$ cat src/rtl/pipe_hazard_ctrl.sv
// Hazard, forwarding and flush control for the in-order pipeline.
// Tracks in-flight destinations in a shadow pipeline of DEPTH post-ID slots.

module pipe_hazard_opnd #(
   parameter int DEPTH = 3,
   parameter int FW    = 2
) (
   input  logic             id_use,
   input  logic [DEPTH-1:0] id_hit,
   input  logic [DEPTH-1:0] stall_rdy,
   input  logic             ex_use,
   input  logic [DEPTH-1:0] ex_hit,
   input  logic [DEPTH-1:0] fwd_rdy,
   output logic             stall,
   output logic [FW-1:0]    fwd
);
   // Descending scans so the youngest (smallest k) hit has the last word.
   always_comb begin
      stall = 1'b0;
      for (int k = DEPTH-1; k >= 0; k--)
         if (id_hit[k]) stall = !stall_rdy[k];
      stall = stall & id_use;
   end

   always_comb begin
      fwd = '0;
      for (int k = DEPTH-1; k >= 1; k--)
         if (ex_use && ex_hit[k] && fwd_rdy[k]) fwd = FW'(k);
   end
endmodule

module pipe_hazard_ctrl #(
   parameter int DEPTH    = 3,
   parameter int LOAD_LAT = 1,
   parameter int REG_AW   = 5,
   parameter int FW       = $clog2(DEPTH)
) (
   input  logic              clk,
   input  logic              rst,
   input  logic              id_valid,
   input  logic [REG_AW-1:0] id_rs,
   input  logic [REG_AW-1:0] id_rt,
   input  logic              id_use_rs,
   input  logic              id_use_rt,
   input  logic              id_reg_w,
   input  logic [REG_AW-1:0] id_rd,
   input  logic              id_mem_r,
   input  logic              br_taken,
   output logic              pc_write,
   output logic              if_id_write,
   output logic              if_id_flush,
   output logic              id_ex_bubble,
   output logic [FW-1:0]     fwd_a,
   output logic [FW-1:0]     fwd_b,
   output logic [31:0]       stall_cnt
);
   typedef struct packed {
      logic              valid;
      logic [REG_AW-1:0] rd;
      logic              reg_w;
      logic              load;
      logic [REG_AW-1:0] rs;
      logic [REG_AW-1:0] rt;
      logic              use_rs;
      logic              use_rt;
   } slot_t;

   slot_t [DEPTH-1:0]          slot;
   slot_t                      id_slot;
   logic [1:0][REG_AW-1:0]     id_src, ex_src;
   logic [1:0]                 id_use, ex_use;
   logic [1:0][DEPTH-1:0]      id_hit, ex_hit;
   logic [DEPTH-1:0]           wr_live, stall_rdy, fwd_rdy;
   logic [1:0]                 op_stall;
   logic [1:0][FW-1:0]         op_fwd;
   logic                       stall, stall_eff;
   logic                       unused_slot;

   assign id_src = {id_rt, id_rs};
   assign id_use = {id_valid & id_use_rt, id_valid & id_use_rs};
   assign ex_src = {slot[0].rt, slot[0].rs};
   assign ex_use = {slot[0].valid & slot[0].use_rt, slot[0].valid & slot[0].use_rs};

   // A load in slot k can feed a stalled ID reader once it reaches slot LOAD_LAT,
   // and the EX operand once it reaches slot 1+LOAD_LAT.
   genvar k, i;
   generate
      for (k = 0; k < DEPTH; k++) begin : g_slot
         assign wr_live[k]   = slot[k].valid & slot[k].reg_w & (slot[k].rd != '0);
         assign stall_rdy[k] = !slot[k].load || (k >= LOAD_LAT);
         assign fwd_rdy[k]   = !slot[k].load || (k >= LOAD_LAT + 1);
         for (i = 0; i < 2; i++) begin : g_src
            assign id_hit[i][k] = wr_live[k] && (slot[k].rd == id_src[i]);
            assign ex_hit[i][k] = wr_live[k] && (slot[k].rd == ex_src[i]);
         end
      end
      for (i = 0; i < 2; i++) begin : g_opnd
         pipe_hazard_opnd #(.DEPTH(DEPTH), .FW(FW)) u_opnd (
            .id_use    (id_use[i]),
            .id_hit    (id_hit[i]),
            .stall_rdy (stall_rdy),
            .ex_use    (ex_use[i]),
            .ex_hit    (ex_hit[i]),
            .fwd_rdy   (fwd_rdy),
            .stall     (op_stall[i]),
            .fwd       (op_fwd[i])
         );
      end
   endgenerate

   assign stall        = |op_stall;
   assign stall_eff    = stall & ~br_taken;
   assign pc_write     = ~stall_eff;
   assign if_id_write  = ~stall_eff;
   assign if_id_flush  = br_taken;
   assign id_ex_bubble = stall | br_taken;
   assign fwd_a        = op_fwd[0];
   assign fwd_b        = op_fwd[1];

   always_comb begin
      id_slot        = '0;
      id_slot.valid  = 1'b1;
      id_slot.rd     = id_rd;
      id_slot.reg_w  = id_reg_w;
      id_slot.load   = id_mem_r;
      id_slot.rs     = id_rs;
      id_slot.rt     = id_rt;
      id_slot.use_rs = id_use_rs;
      id_slot.use_rt = id_use_rt;
   end

   always_ff @(posedge clk or posedge rst) begin
      if (rst) begin
         slot      <= '0;
         stall_cnt <= '0;
      end else begin
         for (int s = 1; s < DEPTH; s++) slot[s] <= slot[s-1];
         slot[0] <= (id_valid && !stall && !br_taken) ? id_slot : '0;
         if (stall_eff && (stall_cnt != 32'hFFFF_FFFF)) stall_cnt <= stall_cnt + 32'd1;
      end
   end

   // Source fields of older slots are carried for visibility only.
   assign unused_slot = ^slot;
endmodule
$ cat config.mk
export PLATFORM = sky130hd
export DESIGN_NAME = pipe_hazard_ctrl
export DESIGN_NICKNAME = d
export VERILOG_FILES = /design/src/rtl/pipe_hazard_ctrl.sv
export SDC_FILE = /design/constraint.sdc
export NUM_CORES = 1
export LEC_CHECK = 0
export CORE_MARGIN = 2
export CORE_UTILIZATION = 35
export DETAILED_ROUTE_END_ITERATION = 7
export PLACE_DENSITY_LB_ADDON = 0.25
export SLEW_MARGIN = 20
export SYNTH_ARGS = -nofsm -noshare
export SYNTH_HDL_FRONTEND = slang
export SYNTH_HIERARCHICAL = 1
export SYNTH_SLANG_ARGS = --single-unit
$ cat constraint.sdc
create_clock -name clk -period 3.25 [get_ports clk]
set_input_delay 0.975 -clock clk [delete_from_list [all_inputs] [get_ports clk]]
set_output_delay 0.975 -clock clk [all_outputs]
set_load 0.01 [all_outputs]
# --- Word level (Yosys, flattened, before mapping) ---
# Cells that the tools add are included.
totals:
  latch_bits: 0
  in_bits: 23
  output_inout_bits: 40
  regBits: 67
  mem_bits_ro: 0
  mem_count: 0
  ramBits: 0
classes:
  mul: 0
  n_shift: 0
  addsub: 1
  eq_ne: 7
  bitwise_logic: 16
  magnitude_cmp: 0
  div: 0
  reduce_logical: 22
  n_mux: 7
op_table:
  columns: ["cell", "n"]
  rows:
  - ["32-bit by 1-bit adder with 32-bit output (second input constant)", 1]
  - ["32-bit inequality test (second input constant)", 1]
  - ["5-bit equality test", 6]
  - ["20-bit two-way mux", 1]
  - ["1-bit logical AND", 15]
  - ["5-bit nonzero test", 3]
  - ["1-bit AND", 13]
  - ["2-bit two-way mux", 4]
  - ["1-bit zero test", 3]
  - ["1-bit two-way mux", 2]
  - ["1-bit inverter", 2]
  - ["2-bit OR reduction", 1]
  - ["1-bit bitwise OR", 1]

# --- Logic depth before layout (Yosys ltp) ---
# Gate-level depths: netlist of the first run.
depth:
  ltp_word: 10
  mapped_depth: 11
  depth_no_buf: 10

# --- By module ---
# Netlist of the first run, hierarchy kept.
by_module_without_submodules:
  columns: ["module", "cells_per_inst", "instances", "area_each_um2", "seq_area_each_um2"]
  rows:
  - ["pipe_hazard_ctrl", 310, 1, 3379.5, 1676.6]
  - ["pipe_hazard_opnd", 7, 2, 42.5, 0.0]

# --- Worst setup path after synthesis of the first run ---
# Ideal clock, no wire load.
synth_path:
  kind: "register -> output"
  startpoint: "register slot[15] (netlist name)"
  endpoint: "output port pc_write"
  t_arrival_ns: 2.647
  stages_incl_launch_ff: 8
  slack_ns: -0.372
  path_buffers: 2
  path_cell_list: "dfrtp_1 -> clkbuf_1 -> or4_1 -> o211ai_1 -> nor4_1 -> o311a_1 -> o21bai_1 -> buf_4"
synth_rtl:
  columns: ["item", "line", "text"]
  rows:
  - ["start, declared", "68", "slot_t [DEPTH-1:0] slot;"]
  - ["end, declared", "49", "output logic pc_write,"]

==> impl_metrics.ini, run 1 <==
[cts]
clk_pin_slew_worst_paths_ns = 0.07
cts_buffers = 9
clockBufferDepth = 2
clk_latency_ns = 0.34
clkSinkCount = 67
cts_hold_buffers = 0
cts_tree = built
cts_root_buf = clkbuf_8
htreeDepth = 3

[sta]
hold_viol_final = 0
relSlewSlack_pct = 64.6
maxClockFrequency_mhz = 289
setup_tns_ns = -0.430
rsz0062_at_grt = true
hold_ws_ns = 0.384
slew_viol_final = 0
setup_ws_ns = -0.213
min_period_over_period_pct = 107
clock_skew_ns = 0.00792
setup_viol_count_final = 3
period_needed_ns = 3.46
worst_pin_slew_ns = 0.528

[synthesis]
yosys_warnings = 6
syn_area_per_cell_sq_um = 10.8
synth_area_sq_mm = 0.00335
synth_cells = 310

[power_and_ir_drop]
p_sw_mw = 0.396
powerDensity_mw_per_mm2 = 389
p_clk_share_pct = 43.0
vdd_ir_drop_max_mv = 0.183
seqPwrFrac_pct = 47.9
leakagePower_nw = 2.07
swShare_pct = 22.0
fin_total_pwr_mw = 1.81
share_comb_of_total_power_pct = 9.0
power.internal_mw = 1.41

[worst_setup_path]
slowest_stage = or4_1
end_kind = output pin
crit_required_ns = 2.27
max_stage_delay_ns = 0.52
path_max_fanout = 4
path_cells = or4_1, o211ai_1, buf_4, nor4_4, o311a_1, or3_4, buf_6
rrSetupSlack_ns = 0.45
critPathLaunchType = register
critPathArrivalTime_ns = 2.49
path_class = register to output pin
r2r_end = stall_cnt[1]
r2r_start = slot[18]
ff2ff_path_depth = 12

[placement]
place_inst = 524
placed_area_sq_mm = 0.00438
port_buffers = 62
gp_congestion = 0.791
dp_hpwl_microns = 5880
dp_slack_ns = -1.13

[grt]
grt_overflow = 0
grt_pass1_wl_microns = 12800
grt_max_degree = 68
track_usage_pct = 16.2
grt_pass1_vias = 2600
antenna_found_initial = 0

[layout]
instances_no_fill = 539
nets = 429
post-route-cell-area_sq_mm = 0.00464
drive_gt1_share_pct = 16.8
n_antenna_cell = 0
fin_util_pct = 50.0
syn_to_final_growth_pct = 38.3

[hold_path]
whs_path_depth = 0
whs_endpoint = slot[53]
worst_hold_startpoint = slot[33]
hp-class = register to register

[die]
die_area_sq_mm = 0.0104
core_region_area_sq_mm = 0.00928
initial_core_util_pct = 36.1
ios = 63
die_w_microns = 102
rows = 35
die_h_microns = 102

[detailed_routing]
first_iter_violations = 29
totalWireLength_microns = 7760
drt-pass1-iter-count = 4
drt.antenna.violating_nets = 0
dr_total_vias = 2515
drcViolationCount = 0
wl_per_cell_microns = 14.4
avgViaCountPerCell = 4.67

[run]
cap_violations = 0

[status]
outcome = finished, violations left
violations = negative setup slack
## per-layer routing
metal	share of wire, %	up-vias	track usage (%)
met5	0	-	0
li1	-	1242	-
met2	47	39	26.1
met3	3.6	12	3.28
met4	2.0	0	7.18
met1	47	1222	21.2
## power groups by stage
stage	combinational (mW)	sequential (mW)	clock (mW)
after floorplan	0.0865	0.875	0
after global placement	0.160	0.881	0
after detailed placement	0.163	0.882	0
after CTS	0.165	0.865	0.799
after global routing	0.180	0.867	0.835
final	0.163	0.866	0.777
## registers in the layout (all words and copies together) (netlist names)
signal and cells:
slot 25, stall_cnt 32, ex_src 10
## placed cells by master, fill, tap and decap left out, types with 4 or more instances in the layout
master,n
nand2_1,13
dlygate4sd2_1,7
conb_1,6
buf_4,34
xor2_1,22
clkdlybuf4s50_1,45
and4_1,4
xnor2_1,55
nand4_1,14
and2_1,24
buf_6,4
nor2_1,8
and3_1,9
inv_1,4
nor4_1,10
clkdlybuf4s15_1,5
clkbuf_8,11
nand3_1,22
dfrtp_1,67
nor2b_1,4
## worst max-delay path by stage
stage / depth (start not counted) / start / slack, ns / to
6_report: 7 / slot[18] / -0.21 / id_ex_bubble
5_1_grt: 7 / slot[18] / -0.31 / id_ex_bubble
4_1_cts: 8 / id_rt[3] / -0.23 / id_ex_bubble
3_5_place_dp: 9 / id_rs[3] / -1.13 / id_ex_bubble
3_3_place_gp: 9 / id_rt[4] / -1.03 / id_ex_bubble
2_1_floorplan: 7 / id_rt[4] / 0.06 / pc_write
## critical path, delay by kind of cell, from the launching register on
family                 cells  cell delay, ns
DFF                        1            0.38
buffers and inverters      2            0.31
AOI/OAI and AO/OA          2            0.49
and+or+nand+nor            3            0.98
## layout make-up
type	instances	area, sq um
Clock buffer	12	155
Clock inverter	4	72.6
Fill cell	910	4640
Inverter	5	18.8
Multi-Input combinational cell	224	1660
Sequential cell	67	1680
Tap cell	129	161
Timing Repair Buffer	98	900
## timing repair
| action | 4_1_cts | 5_1_grt |
|---|---|---|
| pin swaps | 15 | 1 |
| hold endpoints to repair | 0 | 0 |
| buffers inserted | 1 | 0 |
| setup endpoints to repair | 17 | 5 |
| resized for setup | 34 | 12 |
Power figures use the tool's default switching activity.
==> inputs of run 2 (changes only) <==
--- a/config.mk
+++ b/config.mk
@@ -6,7 +6,7 @@
 export NUM_CORES = 1
 export LEC_CHECK = 0
 export CORE_MARGIN = 2
-export CORE_UTILIZATION = 35
+export CORE_UTILIZATION = 47
 export DETAILED_ROUTE_END_ITERATION = 7
 export PLACE_DENSITY_LB_ADDON = 0.25
 export SLEW_MARGIN = 20
==> impl_metrics.ini, run 2 (same netlist as run 1, synthesis figures left out) <==
[placement]
dp_hpwl_microns = 5740
gp_congestion = 0.812
place_inst = 490
port_buffers = 62
placed_area_sq_mm = 0.00433

[die]
die_area_sq_mm = 0.00783
rows = 30
ios = 63
die_h_microns = 88.5
core_region_area_sq_mm = 0.00687
die_w_microns = 88.5
initial_core_util_pct = 48.8

[worst_setup_path]
crit_family = simple AND/OR/NAND/NOR gates
max_stage_delay_ns = 0.51
cp.depth = 7
critPathLaunchType = register
critPathArrivalTime_ns = 2.44
end_kind = output pin
path_cells = or4_1, o211ai_1, buf_4, nor4_4, o311a_1, or3_4, buf_6
path_class = register to output pin
ff2ff_path_depth = 11
path_max_fanout = 2
crit_buf_inv = 2
crit_required_ns = 2.27
slowest_stage = or4_1

[detailed_routing]
drcViolationCount = 0
totalWireLength_microns = 7620
avgViaCountPerCell = 5.06
first_iter_violations = 68
wl_per_cell_microns = 15.0
drt.antenna.violating_nets = 0
drt-pass1-iter-count = 4
dr_total_vias = 2573

[cts]
clk_latency_ns = 0.34
cts_buffers = 9
cts_tree = built
cts_hold_buffers = 0
cts_root_buf = clkbuf_8
clk_pin_slew_worst_paths_ns = 0.07
clockBufferDepth = 2
htreeDepth = 3
clkSinkCount = 67

[sta]
rsz0062_at_grt = true
slew_viol_final = 0
worst_pin_slew_ns = 0.534
period_needed_ns = 3.41
setup_viol_count_final = 3
maxClockFrequency_mhz = 293
clock_skew_ns = 0.0104
min_period_over_period_pct = 105
setup_ws_ns = -0.161
relSlewSlack_pct = 64.2
hold_viol_final = 0

[layout]
final_cell_mix = 67 x dfrtp_1, 51 x xnor2_1, 45 x clkdlybuf4s50_1
nets = 431
final.fill_count = 531
post-route-cell-area_sq_mm = 0.00460
drive_gt1_share_pct = 20.1
multi_input_area_sq_mm = 0.00170
instances_no_fill = 508
final_common_cell = dfrtp_1
n_antenna_cell = 0
final-seq-area_sq_mm = 0.00168
largest_reg_flops = 32
regMostFlops = stall_cnt
syn_to_final_growth_pct = 37.3

[run]
cap_violations = 0

[grt]
grt_pass1_wl_microns = 12700
track_usage_pct = 21.3
grt_pass1_vias = 2571
grt-busiest-layer = met2
grt_max_degree = 29
grt_use_met2_pct = 33.4
grtUsageMet3_pct = 3.54
antenna_found_initial = 0
use_met1_pct = 29.5
grt_overflow = 0

[hold_path]
hp-class = register to register
whs_path_depth = 0

[power_and_ir_drop]
share_comb_of_total_power_pct = 9.7
p_clk_share_pct = 40.2
leakagePower_nw = 2.11
swShare_pct = 22.9
vdd_ir_drop_max_mv = 0.203
power.internal_mw = 1.33
fin_total_pwr_mw = 1.73
seqPwrFrac_pct = 50.1
p_sw_mw = 0.396
powerDensity_mw_per_mm2 = 376

[status]
violations = negative setup slack
outcome = finished, violations left
[run 2: changes by cell type in the layout (fill, tap and decap cells not counted), moves of 2 or more]
cell and delta:
clkdlybuf4s15_1 -5, xnor2_2 +4, xnor2_1 -4, dlygate4sd2_1 -2, buf_4 +3, clkbuf_2 +6
[run 2: power by group through the flow]
stage | logic, mW | clock network, mW | registers [mW]
after global placement | 0.155 | 0 | 0.882
after CTS | 0.159 | 0.706 | 0.867
after detailed placement | 0.160 | 0 | 0.883
after floorplan | 0.0865 | 0 | 0.875
after global routing | 0.185 | 0.746 | 0.869
final | 0.168 | 0.694 | 0.867
[run 2: final cells by class]
cell class / count / area share (%)
Clock inverter: 4 / 1.06
Sequential cell: 67 / 36.4
Inverter: 5 / 0.408
Multi-Input combinational cell: 224 / 36.9
Clock buffer: 12 / 3.37
Timing Repair Buffer: 100 / 19.2
Tap cell: 96 / 2.61
[run 2: through the flow]
stage          setup TNS [ns]  hold WS (ns)  setup WS (ns)  utilization (%)
2_1_floorplan               0         0.352         0.0648                -
3_3_place_gp           -13.35         0.360         -0.988             63.0
3_5_place_dp           -13.67         0.368         -0.996             63.0
4_1_cts                -0.555         0.384         -0.233             66.2
5_1_grt                -0.695         0.395         -0.277             67.0
6_report               -0.341         0.379         -0.161             67.0
[run 2: final timing paths]
check	slack (ns)	endpoint	start
max reg2reg	0.48	stall_cnt[1]	slot[18]
min in group asynchronous	0.94	stall_cnt[1]	rst
max in group asynchronous	1.67	stall_cnt[30]	rst
min	0.38	slot[59]	slot[39]
min reg2reg	0.38	slot[59]	slot[39]
max	-0.16	id_ex_bubble	slot[18]
[run 2: repair_timing]
| item | 4_1_cts | 5_1_grt |
|---|---|---|
| gates resized for setup | 30 | 26 |
| setup buffers | 3 | 1 |
| pin swaps | 15 | 15 |
| setup endpoints to repair | 8 | 5 |
[run 2: layer usage]
metal  routed length (microns)  vias up
li1                          -     1252
met1                      3510     1255
met2                      3700       52
met3                       282       14
met4                       128        0
met5                         0        -
